**src/rtl/kernel_ctrl_pkg.sv**
```systemverilog
// Register map, AP_CTRL bit positions and FSM state types shared by kernel_ctrl_s_axi.
package kernel_ctrl_pkg;

    localparam logic [5:0] ADDR_AP_CTRL = 6'h00;
    localparam logic [5:0] ADDR_GIE     = 6'h04;
    localparam logic [5:0] ADDR_IER     = 6'h08;
    localparam logic [5:0] ADDR_ISR     = 6'h0C;
    localparam logic [5:0] ADDR_PTR0_LO = 6'h10;
    localparam logic [5:0] ADDR_PTR0_HI = 6'h14;

    localparam int AP_START_BIT     = 0;
    localparam int AP_DONE_BIT      = 1;
    localparam int AP_IDLE_BIT      = 2;
    localparam int AP_READY_BIT     = 3;
    localparam int AUTO_RESTART_BIT = 7;

    typedef enum logic [1:0] {
        WRIDLE,
        WRDATA,
        WRRESP
    } wr_state_e;

    typedef enum logic {
        RDIDLE,
        RDDATA
    } rd_state_e;

    // Byte-lane merge of a write into a 32-bit register.
    function automatic logic [31:0] merge_wstrb(input logic [31:0] old_val,
                                                input logic [31:0] wdata,
                                                input logic [3:0]  wstrb);
        logic [31:0] result;
        for (int i = 0; i < 4; i++) begin
            result[8*i +: 8] = wstrb[i] ? wdata[8*i +: 8] : old_val[8*i +: 8];
        end
        return result;
    endfunction

endpackage

```
**src/rtl/kernel_ctrl_s_axi.sv**
```systemverilog
// AXI4-Lite control slave for the kernel: ap_ctrl handshake, interrupt and the 64-bit pointer argument.
// Build option: define KCTRL_AUTO_RESTART_EN to implement the AP_CTRL auto_restart bit.
module kernel_ctrl_s_axi
    import kernel_ctrl_pkg::*;
#(
    parameter int C_S_AXI_ADDR_WIDTH = 12,
    parameter int C_S_AXI_DATA_WIDTH = 32
) (
    input  logic                            ap_clk,
    input  logic                            ap_rst_n,
    input  logic                            s_axi_control_awvalid,
    output logic                            s_axi_control_awready,
    input  logic [C_S_AXI_ADDR_WIDTH-1:0]   s_axi_control_awaddr,
    input  logic                            s_axi_control_wvalid,
    output logic                            s_axi_control_wready,
    input  logic [C_S_AXI_DATA_WIDTH-1:0]   s_axi_control_wdata,
    input  logic [C_S_AXI_DATA_WIDTH/8-1:0] s_axi_control_wstrb,
    output logic                            s_axi_control_bvalid,
    input  logic                            s_axi_control_bready,
    output logic [1:0]                      s_axi_control_bresp,
    input  logic                            s_axi_control_arvalid,
    output logic                            s_axi_control_arready,
    input  logic [C_S_AXI_ADDR_WIDTH-1:0]   s_axi_control_araddr,
    output logic                            s_axi_control_rvalid,
    input  logic                            s_axi_control_rready,
    output logic [C_S_AXI_DATA_WIDTH-1:0]   s_axi_control_rdata,
    output logic [1:0]                      s_axi_control_rresp,
    output logic                            interrupt,
    output logic                            ap_start,
    input  logic                            ap_done,
    input  logic                            ap_idle,
    input  logic                            ap_ready,
    output logic [63:0]                     axi00_ptr0
);

    wr_state_e wstate_q;
    logic [5:0] waddr_q;
    logic       awready_q, wready_q, bvalid_q;

    rd_state_e  rstate_q;
    logic       arready_q, rvalid_q;
    logic [C_S_AXI_DATA_WIDTH-1:0] rdata_q;
    logic [31:0] rd_mux;

    logic        ap_start_q, ap_start_d;
    logic        done_q, done_d;
    logic        ready_q, ready_d;
    logic        gie_q, gie_d;
    logic [1:0]  ier_q, ier_d;
    logic [1:0]  isr_q, isr_d;
    logic [63:0] ptr_q, ptr_d;
    logic        interrupt_q;
    logic        auto_restart;

    logic aw_hs, w_hs, ar_hs;
    logic wr_ctrl, wr_gie, wr_ier, wr_isr, wr_lo, wr_hi, rd_ctrl;
    logic [5:0] raddr;
    logic unused_addr_bits;

    // Only the low six address bits take part in decode.
    assign unused_addr_bits = ^{s_axi_control_awaddr[C_S_AXI_ADDR_WIDTH-1:6],
                                s_axi_control_araddr[C_S_AXI_ADDR_WIDTH-1:6]};

    assign aw_hs = s_axi_control_awvalid & awready_q;
    assign w_hs  = s_axi_control_wvalid  & wready_q;
    assign ar_hs = s_axi_control_arvalid & arready_q;
    assign raddr = s_axi_control_araddr[5:0];

    assign wr_ctrl = w_hs && (waddr_q == ADDR_AP_CTRL) && s_axi_control_wstrb[0];
    assign wr_gie  = w_hs && (waddr_q == ADDR_GIE)     && s_axi_control_wstrb[0];
    assign wr_ier  = w_hs && (waddr_q == ADDR_IER)     && s_axi_control_wstrb[0];
    assign wr_isr  = w_hs && (waddr_q == ADDR_ISR)     && s_axi_control_wstrb[0];
    assign wr_lo   = w_hs && (waddr_q == ADDR_PTR0_LO);
    assign wr_hi   = w_hs && (waddr_q == ADDR_PTR0_HI);
    assign rd_ctrl = ar_hs && (raddr == ADDR_AP_CTRL);

    // Write channel: address, then data, then response; never aw and w together.
    always_ff @(posedge ap_clk or negedge ap_rst_n) begin
        if (!ap_rst_n) begin
            wstate_q  <= WRIDLE;
            waddr_q   <= '0;
            awready_q <= 1'b0;
            wready_q  <= 1'b0;
            bvalid_q  <= 1'b0;
        end else begin
            // NOTE: state uses non-blocking assignments so every branch sees pre-edge values.
            case (wstate_q)
                WRIDLE: begin
                    if (aw_hs) begin
                        waddr_q   <= s_axi_control_awaddr[5:0];
                        awready_q <= 1'b0;
                        wready_q  <= 1'b1;
                        wstate_q  <= WRDATA;
                    end else begin
                        awready_q <= 1'b1;
                    end
                end
                WRDATA: begin
                    if (w_hs) begin
                        wready_q <= 1'b0;
                        bvalid_q <= 1'b1;
                        wstate_q <= WRRESP;
                    end
                end
                WRRESP: begin
                    if (s_axi_control_bready) begin
                        bvalid_q  <= 1'b0;
                        awready_q <= 1'b1;
                        wstate_q  <= WRIDLE;
                    end
                end
                default: begin
                    awready_q <= 1'b0;
                    wready_q  <= 1'b0;
                    bvalid_q  <= 1'b0;
                    wstate_q  <= WRIDLE;
                end
            endcase
        end
    end

    always_comb begin
        rd_mux = '0;
        case (raddr)
            ADDR_AP_CTRL: begin
                rd_mux[AP_START_BIT]     = ap_start_q;
                rd_mux[AP_DONE_BIT]      = done_q;
                rd_mux[AP_IDLE_BIT]      = ap_idle;
                rd_mux[AP_READY_BIT]     = ready_q;
                rd_mux[AUTO_RESTART_BIT] = auto_restart;
            end
            ADDR_GIE:     rd_mux[0]   = gie_q;
            ADDR_IER:     rd_mux[1:0] = ier_q;
            ADDR_ISR:     rd_mux[1:0] = isr_q;
            ADDR_PTR0_LO: rd_mux      = ptr_q[31:0];
            ADDR_PTR0_HI: rd_mux      = ptr_q[63:32];
            default:      rd_mux      = '0;
        endcase
    end

    // Read data is captured at the AR handshake and held until the host takes it.
    always_ff @(posedge ap_clk or negedge ap_rst_n) begin
        if (!ap_rst_n) begin
            rstate_q  <= RDIDLE;
            arready_q <= 1'b0;
            rvalid_q  <= 1'b0;
            rdata_q   <= '0;
        end else begin
            case (rstate_q)
                RDIDLE: begin
                    if (ar_hs) begin
                        rdata_q   <= rd_mux;
                        arready_q <= 1'b0;
                        rvalid_q  <= 1'b1;
                        rstate_q  <= RDDATA;
                    end else begin
                        arready_q <= 1'b1;
                    end
                end
                RDDATA: begin
                    if (s_axi_control_rready) begin
                        rvalid_q  <= 1'b0;
                        arready_q <= 1'b1;
                        rstate_q  <= RDIDLE;
                    end
                end
                default: begin
                    arready_q <= 1'b0;
                    rvalid_q  <= 1'b0;
                    rstate_q  <= RDIDLE;
                end
            endcase
        end
    end

`ifdef KCTRL_AUTO_RESTART_EN
    logic auto_restart_q, auto_restart_d;

    assign auto_restart_d = wr_ctrl ? s_axi_control_wdata[AUTO_RESTART_BIT] : auto_restart_q;

    always_ff @(posedge ap_clk or negedge ap_rst_n) begin
        if (!ap_rst_n) auto_restart_q <= 1'b0;
        else           auto_restart_q <= auto_restart_d;
    end

    assign auto_restart = auto_restart_q;
`else
    assign auto_restart = 1'b0;
`endif

    always_comb begin
        // NOTE: every next-state value is defaulted first so no path leaves a latch.
        ap_start_d = ap_start_q;
        ptr_d      = ptr_q;

        if (wr_ctrl && s_axi_control_wdata[AP_START_BIT]) begin
            ap_start_d = 1'b1;
        end else if (ap_ready && !auto_restart) begin
            ap_start_d = 1'b0;
        end

        // Sticky status: a pulse coinciding with the clearing read survives it.
        done_d  = ap_done  | (done_q  & ~rd_ctrl);
        ready_d = ap_ready | (ready_q & ~rd_ctrl);

        gie_d = wr_gie ? s_axi_control_wdata[0]   : gie_q;
        ier_d = wr_ier ? s_axi_control_wdata[1:0] : ier_q;

        isr_d = ({ap_ready, ap_done} & ier_q)
              | (isr_q ^ ({2{wr_isr}} & s_axi_control_wdata[1:0]));

        if (wr_lo) ptr_d[31:0]  = merge_wstrb(ptr_q[31:0],  s_axi_control_wdata, s_axi_control_wstrb);
        if (wr_hi) ptr_d[63:32] = merge_wstrb(ptr_q[63:32], s_axi_control_wdata, s_axi_control_wstrb);
    end

    always_ff @(posedge ap_clk or negedge ap_rst_n) begin
        if (!ap_rst_n) begin
            ap_start_q  <= 1'b0;
            done_q      <= 1'b0;
            ready_q     <= 1'b0;
            gie_q       <= 1'b0;
            ier_q       <= '0;
            isr_q       <= '0;
            ptr_q       <= '0;
            interrupt_q <= 1'b0;
        end else begin
            ap_start_q  <= ap_start_d;
            done_q      <= done_d;
            ready_q     <= ready_d;
            gie_q       <= gie_d;
            ier_q       <= ier_d;
            isr_q       <= isr_d;
            ptr_q       <= ptr_d;
            interrupt_q <= gie_q & (|isr_q);
        end
    end

    assign s_axi_control_awready = awready_q;
    assign s_axi_control_wready  = wready_q;
    assign s_axi_control_bvalid  = bvalid_q;
    assign s_axi_control_bresp   = 2'b00;
    assign s_axi_control_arready = arready_q;
    assign s_axi_control_rvalid  = rvalid_q;
    assign s_axi_control_rdata   = rdata_q;
    assign s_axi_control_rresp   = 2'b00;
    assign interrupt             = interrupt_q;
    assign ap_start              = ap_start_q;
    assign axi00_ptr0            = ptr_q;

endmodule

```
**config.mk**
```make
export PLATFORM = sky130hd
export DESIGN_NAME = kernel_ctrl_s_axi
export DESIGN_NICKNAME = d
export VERILOG_FILES = /design/src/rtl/kernel_ctrl_pkg.sv /design/src/rtl/kernel_ctrl_s_axi.sv
export SDC_FILE = /design/constraint.sdc
export NUM_CORES = 1
export LEC_CHECK = 0
export ABC_AREA = 0
export BUFFER_PORTS_ARGS = -buffer_cell sky130_fd_sc_hd__buf_2
export CAP_MARGIN = 30
export CORE_MARGIN = 4
export CORE_UTILIZATION = 51
export CTS_BUF_LIST = sky130_fd_sc_hd__clkbuf_8
export DETAILED_ROUTE_END_ITERATION = 12
export PLACE_DENSITY = 0.79
export SETUP_SLACK_MARGIN = 0.05
export SLEW_MARGIN = 20
export SYNTH_ARGS = -nofsm -noshare
export SYNTH_HDL_FRONTEND = slang
export SYNTH_SLANG_ARGS = --single-unit
```
**constraint.sdc**
```tcl
create_clock -name ap_clk -period 2.1 [get_ports ap_clk]
set_clock_uncertainty 0.15 [all_clocks]
set_input_delay 0.63 -clock ap_clk [delete_from_list [all_inputs] [get_ports ap_clk]]
set_output_delay 0.63 -clock ap_clk [all_outputs]
set_load 0.01 [all_outputs]
```
### Word-level counts from Yosys, hierarchy flattened

Cells that the tools add are included.
W data, S select, Z words.

| cells by class | value |
|---|---|
| $add $sub $neg | 0 |
| multiply operators | 0 |
| divide/modulo/power cells | 0 |
| order comparisons | 0 |
| eq/ne operators | 17 |
| shift operators | 0 |
| mux-type cells | 30 |
| bitwise operators | 17 |
| reduce and logical (&&, ||, !) cells | 32 |

Operators by type and width:

| cell | count |
|---|---|
| $pmux W24 S2 | 1 |
| $eq A6 B4 Y1 const B | 4 |
| $eq A6 B5 Y1 const B | 4 |
| $reduce_and A2 Y1 | 12 |
| $mux W1 | 14 |
| $eq A6 B3 Y1 const B | 2 |
| $logic_and A1 B1 Y1 | 12 |
| $logic_not A6 Y1 | 2 |
| $pmux W2 S3 | 2 |
| $ne A2 B2 Y1 const B | 5 |
| $pmux W1 S3 | 3 |
| $reduce_and A3 Y1 | 3 |
| $pmux W1 S2 | 4 |
| $and A1 B1 Y1 | 6 |
| $mux W2 | 3 |
| $pmux W1 S6 | 1 |
| $pmux W3 S2 | 1 |
| $not A1 Y1 | 5 |
| $pmux W1 S5 | 1 |
| $and A2 B2 Y2 | 2 |
| $eq A2 B1 Y1 const B | 1 |
| $eq A2 B2 Y1 const B | 1 |
| $logic_not A2 Y1 | 1 |
| $or A1 B1 Y1 | 2 |
| 4 further kinds | 4 |

| word-level totals | value |
|---|---|
| flip-flop bits (word level) | 119 |
| latch bits | 0 |
| bits in writable memories | 0 |
| memory bits (read-only) | 0 |
| input bits | 70 |
| output and inout port bits | 107 |
| logic and storage cells | 120 |
| memories | 0 |

### Logic depth before layout (Yosys ltp)

Gate-level depths: netlist of run 1.

| depth | value |
|---|---|
| depth after elaboration | 6 |
| mapped depth | 6 |
| mapped depth without buffers | 4 |

### Least setup slack after synthesis of run 1

OpenSTA, ideal clock, no wires.

| timing path | value |
|---|---|
| path type | input-to-reg |
| start | in s_axi_control_araddr[5] |
| end | reg done_q |
| data arrival time | 1.662 ns |
| data required time | 1.832 ns |
| path slack | 0.170 ns |
| stages on the path | 4 |
| path buffers | 0 |
| path through | nor3_2 -> nand2b_1 -> or4_1 -> a21o_1 |

| on the way | value |
|---|---|
| cells in the longest elaborated chain, start to end | 5 |

Ends and longest elaborated chain:

| element | line | RTL |
|---|---|---|
| from (decl) | kernel_ctrl_s_axi.sv:23 | `input logic [C_S_AXI_ADDR_WIDTH-1:0] s_axi_control_araddr,` |
| $logic_not A6 Y1 | kernel_ctrl_s_axi.sv:75 | `assign rd_ctrl = ar_hs && (raddr == ADDR_AP_CTRL);` |
| $logic_and A1 B1 Y1 | kernel_ctrl_s_axi.sv:75 |  |
| $not A1 Y1 | kernel_ctrl_s_axi.sv:203 | `done_d = ap_done \| (done_q & ~rd_ctrl);` |
| $and A1 B1 Y1 | kernel_ctrl_s_axi.sv:203 |  |
| $or A1 B1 Y1 | kernel_ctrl_s_axi.sv:203 |  |
| named net done_d | kernel_ctrl_s_axi.sv:46 | `logic done_q, done_d;` |
| to (signal assigned) | kernel_ctrl_s_axi.sv:228 | `done_q <= done_d;` |
| to (decl) | kernel_ctrl_s_axi.sv:46 |  |

The timed path passes the listed nets, and every way through them passes these cells.
A chain may end at the register's enable or synchronous reset.

### Final worst setup path of run 1

| timing path | value |
|---|---|
| start | reg waddr_q[1] |
| end | reg ptr_q[36], in the netlist axi00_ptr0[36] |

| on the way | value |
|---|---|
| cells in the longest elaborated chain, start to end | 3 |

Ends and longest elaborated chain:

| element | line | RTL |
|---|---|---|
| from (decl) | kernel_ctrl_s_axi.sv:37 | `logic [5:0] waddr_q;` |
| from (signal assigned) | kernel_ctrl_s_axi.sv:90 | `waddr_q <= s_axi_control_awaddr[5:0];` |
| $eq A6 B5 Y1 | kernel_ctrl_s_axi.sv:74 | `assign wr_hi = w_hs && (waddr_q == ADDR_PTR0_HI);` |
| $logic_and A1 B1 Y1 | kernel_ctrl_s_axi.sv:74 |  |
| $reduce_and A2 Y1 (no line) | -- |  |
| to (signal assigned) | kernel_ctrl_s_axi.sv:233 | `ptr_q <= ptr_d;` |
| to (decl) | kernel_ctrl_s_axi.sv:51 | `logic [63:0] ptr_q, ptr_d;` |

No other way between the ends.

==> out/qor.yml, run 1 <==
run_status:
  outcome: "finished, final reports clean"
synth:
  synth-edff-count: 0
  synth_top_area_frac: 0.5588
  synth.yosys.seq_area_share: 0.5588
  syn_area_per_cell_um2: 14.93
  synth-seq-cells: 119
  async_reset_ff_frac: 1.000
  ys_top_cells_by_area: "dfrtp_1, mux2_4, a221o_1"
  syn_inst: 357
  yosys-top-cells-count: "dfrtp_1, mux2_4, a221o_1"
  synth_top_area_cell: "dfrtp_1"
  yosysUniqueCellTypes: 40
  yosysWarnings: 0
  syn_area_um2: 5329
  yosysMostFrequentCell: "dfrtp_1"
  synth_flop_cell: "dfrtp_1"
critical_path:
  path_buf_inv: 0
  end_kind: "flip-flop"
  crit_chain: "nor3b_2 -> and4_4 -> nand2_8 -> mux2_4"
  path_class: "reg2reg"
  worst_setup_path_start_kind: "flip-flop"
  worst_path_max_delay_cell: "and4_4"
  worstPathArrival_ps: 2040
  cpPeakStageDelay_ps: 440
  cp_data_required_time_ps: 2260
  cp_max_fo: 8
  crit_family: "simple AND/OR/NAND/NOR gates"
grt:
  grt_start_max_net_pins: 39
  grt-ovfl-total: 0
  antenna_found_initial: 0
  grt_pass1_vias: 3725
  grt_pass1_wl_mm: 19.35
  grt.total_usage: 0.2116
place:
  post_dp_cell_area_um2: 6352
  post-dp-hpwl_mm: 8.984
  dp_cells: 654
  portBuffers: 160
  post-place-ws_ps: -83.72
  place_congestion: 0.7800
floorplan:
  start_util: 0.5209
  fp.dieH_um: 110.2
  die-area_um2: 12150
  io_pins: 177
  core.rowCount: 37
  chipWidth_um: 110.2
  core_area_um2: 10230
sta:
  holdWs_ps: 3.314
  fin_crit_sh: 0.8959
  fin_setup_tns_ps: 0
  fmax_ghz: 0.5315
  period_minus_slack_ps: 1881
  drv_slew: 0
  setup_violations: 0
  hold_viol: 0
  layout_setup_ws_ps: 218.7
  grt_setup_unrepaired: "no"
pwr:
  intPower_mw: 5.598
  leakagePower_nw: 3.757
  p_per_area_nw_per_um2: 1200
  p_seq_frac: 0.442
  swShare: 0.3128
  clkPwrFrac: 0.272
  p_sw_mw: 2.548
  vdd_drop_max_mv: 0.5965
  p_comb_frac: 0.286
cells_and_area:
  drive_gt1_frac: 0.5364
  stdcell_area_um2: 6787
  syn2layout_area_growth_pct: 27.35
  stdcell_count: 686
  antenna_cells: 0
  final_nets: 607
clock_tree:
  holdBufCountCts: 0
  clockRootBuffer: "clkbuf_8"
  cts_max_level: 4
  clock-sinks: 119
  clk_pin_slew_ps: 70
  postCtsSetupRepairBufs: 0
  post_cts_resized: 0
  insertion_delay_ps: 430
  cts_buffers: 17
  cts_tree: "yes"
  cts_max_path_buffers: 2
job:
  maxCapViolations: 0
detailed_routing:
  via_count: 3700
  routedWlPerCell_um: 18.42
  vias_per_cell: 5.394
  ant_nets: 0
  drc: 0
  wl_mm: 12.64
  firstDrtPassIters: 4
  drt_iter0_markers: 210
min_path:
  holdCritPathClass: "in2async"
cell type report:
class / count / area (µm²)
Inverter: 5 / 18.77
Timing Repair Buffer: 175 / 965.9
Multi-Input combinational cell: 219 / 2220
Sequential cell: 119 / 2978
Tap cell: 136 / 170.2
Fill cell: 750 / 3445
Clock buffer: 21 / 289.0
Clock inverter: 11 / 145.1
worst register-to-register path, delay by kind of cell, from the launching register on:
| kind | cells | cell delay, ps |
|---|---|---|
| muxes | 1 | 320 |
| and+or+nand+nor | 3 | 880 |
| DFF | 1 | 410 |
layout by cell type (no fill, tap or decap), types with 5 or more instances in the layout:
| master | instances |
|---|---|
| nand2_1 | 10 |
| nand2_8 | 8 |
| nor2_1 | 9 |
| buf_2 | 159 |
| clkbuf_8 | 21 |
| mux2_4 | 64 |
| a221o_1 | 30 |
| o21ai_0 | 7 |
| mux2_2 | 7 |
| nand3_1 | 5 |
| and2_1 | 29 |
| buf_4 | 12 |
| dfrtp_1 | 119 |
power by group through the flow:
stage / registers [mW] / logic, mW / clock network, mW
floorplan: 3.77 / 1.15 / 0
global placement: 3.57 / 2.29 / 0
detailed placement: 3.62 / 2.35 / 0
CTS: 3.59 / 2.36 / 2.26
global route: 3.70 / 2.53 / 2.38
finish: 3.60 / 2.33 / 2.22
cell families (layout without fill, tap and decap cells):
group                     count (synthesis)  after routing  synth area share
AOI/OAI and AO/OA                        51             51           0.08218
xor gates and xnor gates                  2              2          0.003288
buffers and inverters                    22            212           0.02770
DFF                                     119            119            0.5588
muxes                                    77             77            0.2069
other                                     1              4         0.0007037
and+or+nand+nor                          85             85            0.1204
stage by stage:
step / power, mW / utilization
detailed placement: 5.971 / 0.6209
CTS: 8.208 / 0.6633
floorplan: 4.922 / -
global placement: 5.861 / 0.6209
global route: 8.603 / 0.6633
finish: 8.146 / 0.6633
worst paths after layout:
path                            slack (ps)  cells past startpoint                       to                  from
worst min register to register         330                      1                   done_q                done_q
min in group ap_clk                    260                      2     s_axi_control_rvalid  s_axi_control_rready
worst max register to register         220                      4           axi00_ptr0[36]            waddr_q[1]
worst min-delay path                     3                      1           axi00_ptr0[41]              ap_rst_n
worst max-delay path                   220                      4           axi00_ptr0[36]            waddr_q[1]
max in group asynchronous             1200                      2  s_axi_control_rdata[13]              ap_rst_n
sequential cells by signal, summed over array words and instances (netlist names):
signal                 flops
gie_q                      1
interrupt                  1
ap_start                   1
s_axi_control_rvalid       1
axi00_ptr0                64
isr_q                      2
s_axi_control_arready      1
s_axi_control_wready       1
waddr_q                    6
s_axi_control_bvalid       1
wstate_q                   2
s_axi_control_awready      1
ready_q                    1
ier_q                      2
rstate_q                   1
s_axi_control_rdata       32
done_q                     1
routing by layer:
| metal | part of all wire | wire [µm] | global-route usage | vias up |
|---|---|---|---|---|
| met5 | 0 | 0 | 0 | - |
| met4 | 0.0078 | 98 | 0.07652 | 0 |
| met3 | 0.076 | 963 | 0.05649 | 11 |
| met2 | 0.49 | 6156 | 0.3406 | 143 |
| met1 | 0.43 | 5418 | 0.2765 | 1878 |
| li1 | - | - | - | 1668 |
Power figures use the tool's default switching activity.
==> inputs of run 2 (changes only) <==
Settings changed: ABC_AREA 0 to 1, PLACE_DENSITY 0.79 to 0.81.
==> run 2 against run 1 <==
Compared with the run above: setup slack improved by 65 ps; maximum frequency increased by 3.6%; utilization increased by 1.2 points; register-to-register slack improved by 70 ps; hold slack improved by 250 ps; first-iteration DRC count increased by 76%; flip-flop and latch count unchanged; cell area decreased by 1.0%; sequential share of layout area increased by 0.44 points; area after synthesis decreased by 0.52%.
==> out/qor.yml, run 2 <==
pwr:
  leakagePower_nw: 3.732  # -0.66%
  vdd_drop_max_mv: 0.6703  # +12%
  p_per_area_nw_per_um2: 1144  # -4.7%
  finalPower_mw: 7.688  # -5.6%
clock_tree:
  holdBufCountCts: 1  # +1
  cts_buffers: 17  # unchanged
  cts_max_level: 4  # unchanged
  insertion_delay_ps: 420  # about the same
  cts_max_path_buffers: 2  # unchanged
  clockRootBuffer: "clkbuf_8"
  post_cts_resized: 0  # unchanged
  clock-sinks: 119  # unchanged
  clk_pin_slew_ps: 70  # about the same
  postCtsSetupRepairBufs: 0  # unchanged
  cts_tree: "yes"
synth:
  yosysWarnings: 0  # unchanged
  async_reset_ff_frac: 1.000  # unchanged
  yosysMostFrequentCell: "nand2_1"
  syn_inst: 618  # +73%
  synth-edff-count: 0  # unchanged
  ys_top_cells_by_area: "dfrtp_1, nand2_1, inv_1"
  synth_top_area_cell: "dfrtp_1"
  syn_area_um2: 5301  # -0.52%
  yosysUniqueCellTypes: 28  # -30%
  synth-seq-cells: 119  # unchanged
  syn_area_per_cell_um2: 8.578  # -43%
  synth.yosys.seq_area_share: 0.5617  # +0.002902
  yosys-top-cells-count: "nand2_1, dfrtp_1, inv_1"
  synth_flop_cell: "dfrtp_1"
  synth_top_area_frac: 0.5617  # +0.002902
floorplan:
  core_area_um2: 9955  # -2.7%
  start_util: 0.5326  # +0.01170
  chipWidth_um: 110.0  # -0.24%
  io_pins: 177  # unchanged
  core.rowCount: 36  # -2.7%
  die-area_um2: 12090  # -0.48%
  fp.dieH_um: 110.0  # -0.24%
critical_path:
  end_kind: "flip-flop"
  crit_chain: "nor2_4 -> nor3b_4 -> nand2_4 -> buf_12 -> nor2_8 -> nand2_1 -> o21ai_0"
  worst_path_max_delay_cell: "dfrtp_1"
  cp_max_fo: 16  # +8
  worstPathArrival_ps: 1990  # -50 ps
  cpPeakStageDelay_ps: 420  # -20 ps
  worst_setup_path_start_kind: "flip-flop"
  cp_data_required_time_ps: 2270  # about the same
  path_class: "reg2reg"
sta:
  period_minus_slack_ps: 1816  # -65.18 ps
  fmax_ghz: 0.5506  # +3.6%
  grt_setup_unrepaired: "no"
  drv_slew: 0  # unchanged
  layout_setup_ws_ps: 283.8  # +65.18 ps
  fin_crit_sh: 0.8648  # -0.03104
  setup_violations: 0  # unchanged
  fin_setup_tns_ps: 0  # unchanged
  hold_viol: 0  # unchanged
detailed_routing:
  via_count: 4813  # +30%
  firstDrtPassIters: 7  # +3
  routedWlPerCell_um: 14.77  # -20%
  vias_per_cell: 5.120  # -5.1%
  ant_nets: 0  # unchanged
  drt_iter0_markers: 370  # +76%
  drc: 0  # unchanged
  wl_mm: 13.88  # +9.9%
grt:
  grt-ovfl-total: 0  # unchanged
  antenna_found_initial: 0  # unchanged
  grt_start_max_net_pins: 42  # +7.7%
  grt_pass1_wl_mm: 22.09  # +14%
  grt_pass1_vias: 4627  # +24%
  grt.total_usage: 0.2341  # +0.02247
place:
  dp_cells: 908  # +39%
  post_dp_cell_area_um2: 6312  # -0.63%
  post-dp-hpwl_mm: 10.18  # +13%
  place_congestion: 0.8145  # +4.4%
  post-place-ws_ps: 2.223  # +85.94 ps
  portBuffers: 160  # unchanged
cells_and_area:
  seq_area_um2: 2978  # unchanged
  final_nets: 865  # +43%
  stdcell_area_um2: 6719  # -1.0%
  final_cell_mix: "nand2_1, buf_2, dfrtp_1"
  mostFrequentLayoutCell: "nand2_1"
  drive_gt1_frac: 0.2788  # -0.2576
  fillers: 822  # +9.6%
  largest_register_ffs: 64  # unchanged
  syn2layout_area_growth_pct: 26.74
  stdcell_count: 940  # +37%
  multi_input_area_um2: 1846  # -17%
  antenna_cells: 0  # unchanged
job:
  maxCapViolations: 0  # unchanged
run_status:
  outcome: "finished, final reports clean"
min_path:
  holdCritPathClass: "in2reg"
## run 2: changes by cell type after synthesis, sizes merged, moves of 5 or more
cell,before,now
nand2,18,209
inv,5,89
mux2,73,0
o21ai,7,69
a221o,30,0
and2,29,0
nor2,9,37
o22ai,1,29
nand3,5,17
nor3,8,2
clkbuf,3,8
nand4,3,8
## run 2: power by group
part / leakage (nW) / internal, mW / total (mW) / switching, mW
sequential: 1.35 / 2.92 / 3.33 / 0.407
combinational: 2.17 / 0.866 / 2.29 / 1.42
clock: 0.213 / 1.21 / 2.08 / 0.867
total: 3.73 / 4.99 / 7.69 / 2.69
## run 2: routing by layer
metal | routed length (µm) | GRT usage | vias to the layer above
met5 | 0 | 0 | -
li1 | - | - | 2300
met4 | 87 | 0.06589 | 0
met1 | 5709 | 0.3053 | 2271
met2 | 6667 | 0.3804 | 228
met3 | 1420 | 0.06929 | 14
## run 2: final timing paths
| check | slack [ps] | startpoint | cells after the start | end |
|---|---|---|---|---|
| setup / recovery | 280 | waddr_q[1] | 7 | axi00_ptr0[9] |
| hold / removal | 260 | s_axi_control_rready | 2 | s_axi_control_rvalid |
| setup reg to reg | 280 | waddr_q[1] | 7 | axi00_ptr0[9] |
| hold reg to reg | 330 | s_axi_control_rdata[7] | 2 | s_axi_control_rdata[7] |
| max in group asynchronous | 670 | ap_rst_n | 3 | axi00_ptr0[34] |
| min in group asynchronous | 550 | ap_rst_n | 2 | axi00_ptr0[13] |
## run 2: cell families (layout without fill, tap and decap cells)
logic type             Yosys count  in the layout  share of synthesized area
AO/OA/AOI/OAI                  110            110                     0.1140
buffers and inverters          113            299                    0.09346
flip-flops                     119            119                     0.5617
other                            1              4                  0.0007074
AND/OR/NAND/NOR                275            275                     0.2301
## run 2: cell type report
class	instances	share of cell area
sequential	119	0.4432
multi-input combinational	389	0.2747
timing repair buffer	179	0.1486
inverter	89	0.04972
clock buffer	19	0.03892
tap	133	0.02477
clock inverter	12	0.02011
## run 2: stage by stage
step / hold WS (ps) / util
after floorplan: 184.4 / -
after global placement: 308.4 / 0.6341
after detailed placement: 313.6 / 0.6341
after CTS: 230.9 / 0.6750
after global routing: 234.2 / 0.6750
final: 256.2 / 0.6750
## run 2: worst max-delay path: cells and delay by family, from the launching register on
family / cells / cell delay [ps]
buffers and inverters: 1 / 170
AOI/OAI and AO/OA: 1 / 100
and+or+nand+nor: 5 / 880
DFF: 1 / 420
